[src/rtl/imm_extend_unit_pkg.sv]
// imm_extend_unit_pkg: mode encodings shared by the immediate extender and its core
package imm_extend_unit_pkg;
  localparam logic [2:0] MODE_SIGN   = 3'd0;
  localparam logic [2:0] MODE_ZERO   = 3'd1;
  localparam logic [2:0] MODE_SHL1   = 3'd2;
  localparam logic [2:0] MODE_UPPER  = 3'd3;
  localparam logic [2:0] MODE_PREFIX = 3'd4;
endpackage

[src/rtl/imm_extend_core.sv]
// imm_extend_core: combinational widening of imm (or {pfx,imm} when pf_pend) per mode; ports mode,pf_pend,pfx,imm -> data,rsv_err
module imm_extend_core
  import imm_extend_unit_pkg::*;
#(
  parameter int IN_W  = 8,
  parameter int OUT_W = 16
) (
  input  logic [2:0]       mode,
  input  logic             pf_pend,
  input  logic [IN_W-1:0]  pfx,
  input  logic [IN_W-1:0]  imm,
  output logic [OUT_W-1:0] data,
  output logic             rsv_err
);
  logic [OUT_W-1:0] sext, zext, upper;
  always_comb begin
    sext    = pf_pend ? OUT_W'($signed({pfx, imm})) : OUT_W'($signed(imm));
    zext    = pf_pend ? OUT_W'({pfx, imm}) : OUT_W'(imm);
    upper   = pf_pend ? zext << (OUT_W - 2 * IN_W) : zext << (OUT_W - IN_W);
    rsv_err = mode > MODE_PREFIX;
    data    = mode == MODE_SIGN  ? sext :
              mode == MODE_ZERO  ? zext :
              mode == MODE_SHL1  ? sext << 1 :
              mode == MODE_UPPER ? upper : '0;
  end
endmodule

[src/rtl/imm_extend_unit.sv]
// imm_extend_unit: pipelined immediate extender with prefix chaining and 2-entry skid output; ports clk,reset_n,flush,in_valid/in_ready/in_mode/in_imm -> out_valid/out_ready/out_data/out_err
module imm_extend_unit
  import imm_extend_unit_pkg::*;
#(
  parameter int IN_W  = 8,
  parameter int OUT_W = 16
) (
  input  logic             clk,
  input  logic             reset_n,
  input  logic             flush,
  input  logic             in_valid,
  output logic             in_ready,
  input  logic [2:0]       in_mode,
  input  logic [IN_W-1:0]  in_imm,
  output logic             out_valid,
  input  logic             out_ready,
  output logic [OUT_W-1:0] out_data,
  output logic             out_err
);
  if (IN_W < 2 || OUT_W < 2 * IN_W) begin : g_width_chk
    $error("imm_extend_unit: need IN_W >= 2 and OUT_W >= 2*IN_W");
  end
  logic             pf_pend, err_sticky, skid_v, skid_e, rsv, acc, prod, xfer, is_pfx;
  logic [IN_W-1:0]  pfx;
  logic [OUT_W-1:0] skid_d, new_d;
  imm_extend_core #(.IN_W(IN_W), .OUT_W(OUT_W)) u_core (
    .mode    (in_mode),
    .pf_pend (pf_pend),
    .pfx     (pfx),
    .imm     (in_imm),
    .data    (new_d),
    .rsv_err (rsv)
  );
  assign in_ready = !skid_v;
  always_comb begin
    is_pfx = in_mode == MODE_PREFIX;
    acc    = in_valid & in_ready;
    prod   = acc & !is_pfx;
    xfer   = out_valid & out_ready;
  end
  always_ff @(posedge clk) begin
    if (!reset_n) begin
      out_valid  <= 1'b0;
      out_data   <= '0;
      out_err    <= 1'b0;
      skid_v     <= 1'b0;
      skid_d     <= '0;
      skid_e     <= 1'b0;
      pfx        <= '0;
      pf_pend    <= 1'b0;
      err_sticky <= 1'b0;
    end else if (flush) begin
      out_valid  <= 1'b0;
      skid_v     <= 1'b0;
      pf_pend    <= 1'b0;
      err_sticky <= 1'b0;
    end else begin
      if (acc) begin
        if (is_pfx) pfx <= in_imm;
        pf_pend    <= is_pfx;
        err_sticky <= is_pfx & (err_sticky | pf_pend);
      end
      if (skid_v && xfer) begin
        out_data <= skid_d;
        out_err  <= skid_e;
        skid_v   <= 1'b0;
      end else if (!out_valid || xfer) begin
        out_valid <= prod;
        if (prod) begin
          out_data <= new_d;
          out_err  <= rsv | err_sticky;
        end
      end else if (prod) begin
        skid_v <= 1'b1;
        skid_d <= new_d;
        skid_e <= rsv | err_sticky;
      end
    end
  end
endmodule

[config.mk]
export PLATFORM = sky130hd
export DESIGN_NAME = imm_extend_unit
export DESIGN_NICKNAME = d
export VERILOG_FILES = /design/src/rtl/imm_extend_unit_pkg.sv /design/src/rtl/imm_extend_core.sv /design/src/rtl/imm_extend_unit.sv
export SDC_FILE = /design/constraint.sdc
export NUM_CORES = 1
export LEC_CHECK = 0
export CAP_MARGIN = 20
export CORE_UTILIZATION = 55
export CTS_BUF_LIST = sky130_fd_sc_hd__clkbuf_8
export DETAILED_ROUTE_END_ITERATION = 7
export GPL_ROUTABILITY_DRIVEN = 0
export HOLD_SLACK_MARGIN = 0.05
export PLACE_DENSITY = 0.85
export RECOVER_POWER = 25
export SETUP_SLACK_MARGIN = 0.1
export SLEW_MARGIN = 20
export SYNTH_ARGS = -nofsm -noshare
export SYNTH_HDL_FRONTEND = slang
export SYNTH_SLANG_ARGS = --single-unit
[constraint.sdc]
create_clock -name clk -period 2.7 [get_ports clk]
set_input_delay 0.675 -clock clk [delete_from_list [all_inputs] [get_ports clk]]
set_output_delay 0.675 -clock clk [all_outputs]
set_load 0.05 [all_outputs]
==> qor.yml <==
status: "complete, no violations"
hold_buffers: 0
cp_max_fo: 16
syn_avg_cell_area_um2: 8.26
drtIter0Drc: 372
fin_setup_tns_ns: 0
hp-class: "flip-flop to flip-flop"
tightest_slew_ns: 0.649
grt_pass1_wl_mm: 11.8
core_um2: 4380
dp_hpwl_mm: 4.83
synth_cell_types: 46
drc: 0
post-place-ws_ns: 0.0457
p_int_mw: 1.01
die-area_um2: 4870
critPathCaptureType: "flip-flop"
vdd_drop_max_uv: 330
antenna_found_initial: 0
synthTopCellsByArea: "dfxtp_1, mux2i_1, a21oi_1"
ys_warn_count: 0
drive_above_1_share_pct: 9.47
leakage_nw: 1.07
grt_overflow_total: 0
holdWs_ns: 0.465
required_ns: 2.93
critPathKind: "primary input to flip-flop"
die_y_um: 69.8
yosysSeqAreaShare_pct: 36.4
power_density_nw_per_um2: 474
finalCritPeriodShare_pct: 91.5
p_clk_share_pct: 30.9
cts_resized: 0
vias: 2675
htreeDepth: 2
switching_share_pct: 30.1
numCtsBuffers: 5
seqPwrFrac_pct: 49.1
grt_pass1_vias: 2378
syn_inst: 306
clk_latency_ns: 0.31
numPortBuffers: 34
avgRoutedWirePerCell_um: 18.4
worst_slack_ns: 0.231
start_util_pct: 57.6
ys_ff_latch: 46
finalWirelength_mm: 7.16
clockRootBuffer: "clkbuf_8"
period_needed_ns: 2.47
drt_pass1_iterations: 6
clock_path_buffers: 2
num-nets-final: 353
path_clk_slew_ns: 0.08
synth_fp_nets: 322
antennaDiodeCount: 0
yosysTopAreaCell: "dfxtp_1"
cts.sinks: 46
rsz0062_at_grt: "no"
area.growth.synth_to_final_pct: 20.4
cp.arrival_ns: 2.70
fmax_ghz: 0.405
synth.top_cell.area_share_pct: 36.4
setup_violations: 0
rows: 24
synth_area_um2: 2530
post_cts_buffers: 0
finClkSkew_ns: 0.0111
p_sw_uw: 434
p_comb_share_pct: 20.0
relSlewSlack_pct: 56.8
max_cap_viol_count: 0
slew_violations: 0
fp.dieW_um: 69.8
cts_tree: "done"
total_power_mw: 1.44
hold_viol: 0
ios: 35
grt_max_degree: 28
grt_usage_pct: 30.5
vias_per_cell: 6.86
ant_nets: 0
start_kind: "primary input"
-- cell type report --
type / count / area (um2)
timing repair buffer: 53 / 497
tap: 52 / 65.1
clock inverter: 2 / 12.5
multi-input combinational: 225 / 1440
clock buffer: 6 / 82.6
inverter: 6 / 22.5
sequential: 46 / 921
fill: 355 / 1340
-- power by group through the flow --
stage               registers, mW  clock network, mW  logic [mW]
global route                0.710              0.486       0.306
global placement            0.723                  0       0.277
detailed placement          0.723                  0       0.283
CTS                         0.707              0.452       0.285
finish                      0.708              0.446       0.289
floorplan                   0.768                  0       0.130
-- registers in the layout, indices dropped and copies added (netlist names) --
name and count:
pf_pend 1, out_valid 1, out_err 1, skid_v 1
skid_d 16, err_sticky 1, out_data 16, skid_e 1
pfx 8
-- metal layers --
layer	global-route usage [%]	routed length (um)
met5	0	0
met1	40.5	2980
met4	12.9	181
met2	46.9	3320
met3	7.70	674
-- cell families after synthesis --
family	share of synthesized area (%)
multiplexers	8.71
AND/OR/NAND/NOR	18.3
AO/OA/AOI/OAI	29.8
flip-flops	36.4
buffers and inverters	6.78
-- cell usage in the layout (no fill, tap or decap), types with 2 or more instances in the layout --
master            n
buf_4            14
and3_1            2
nand3_1          13
a31oi_1           2
dlygate4sd3_1     3
a311oi_1          3
a221oi_1         14
a21oi_1          30
nand2b_1          3
nor3_1            8
inv_1             5
buf_12            2
dfxtp_1          46
o22ai_2           2
clkbuf_1          3
mux2i_1          22
o2111ai_1         7
o22ai_1          12
a2111oi_0         8
nor3b_1           2
a2111oi_1         6
nor2_1           33
o211ai_1          2
o21ai_0          15
clkbuf_8          6
clkdlybuf4s50_1  31
nand2_1          23
-- final timing paths --
| kind | start | to | slack (ns) | cells past startpoint |
|---|---|---|---|---|
| worst min-delay path | out_data[7] | out_data[7] | 0.47 | 2 |
| worst max register to register | skid_v | skid_d[6] | 0.64 | 4 |
| worst min register to register | out_data[7] | out_data[7] | 0.47 | 2 |
| worst max-delay path | in_mode[2] | skid_d[0] | 0.23 | 7 |
-- synthesized netlist by cell type (all sizes together) --
library cell   n
buf           14
and2b          1
or2b           1
a311oi         3
nand3b         1
o21ai         16
a2111oi       14
and4b          1
nand2         23
a221oi        14
mux2i         22
clkinv         1
nor2          34
a21oi         31
a211oi         1
nand2b         3
o2111ai        7
nor3b          2
dfxtp         46
or4            1
a22oi          1
a31oi          2
and3           2
o22ai         14
nor3           8
a21boi         1
o32ai          1
o211ai         2
nor4           1
or3            2
a21o           1
inv            5
clkbuf        15
nand3         13
or3b           2
-- through the flow --
step	util, %	instances	area, um2
floorplan	-	306	2530
CTS	69.7	390	3060
detailed placement	67.5	382	2960
global route	69.4	390	3040
global placement	67.5	382	2960
finish	69.4	390	3040
-- critical path, stage by stage --
cell and delay (ns):
dlygate4sd3_1 0.58, nor3b_1 0.17, clkbuf_1 0.15, nor4_4 0.28, clkbuf_1 0.50, nand3_1 0.16
a21oi_1 0.17
(Power assumes the default switching activity.)
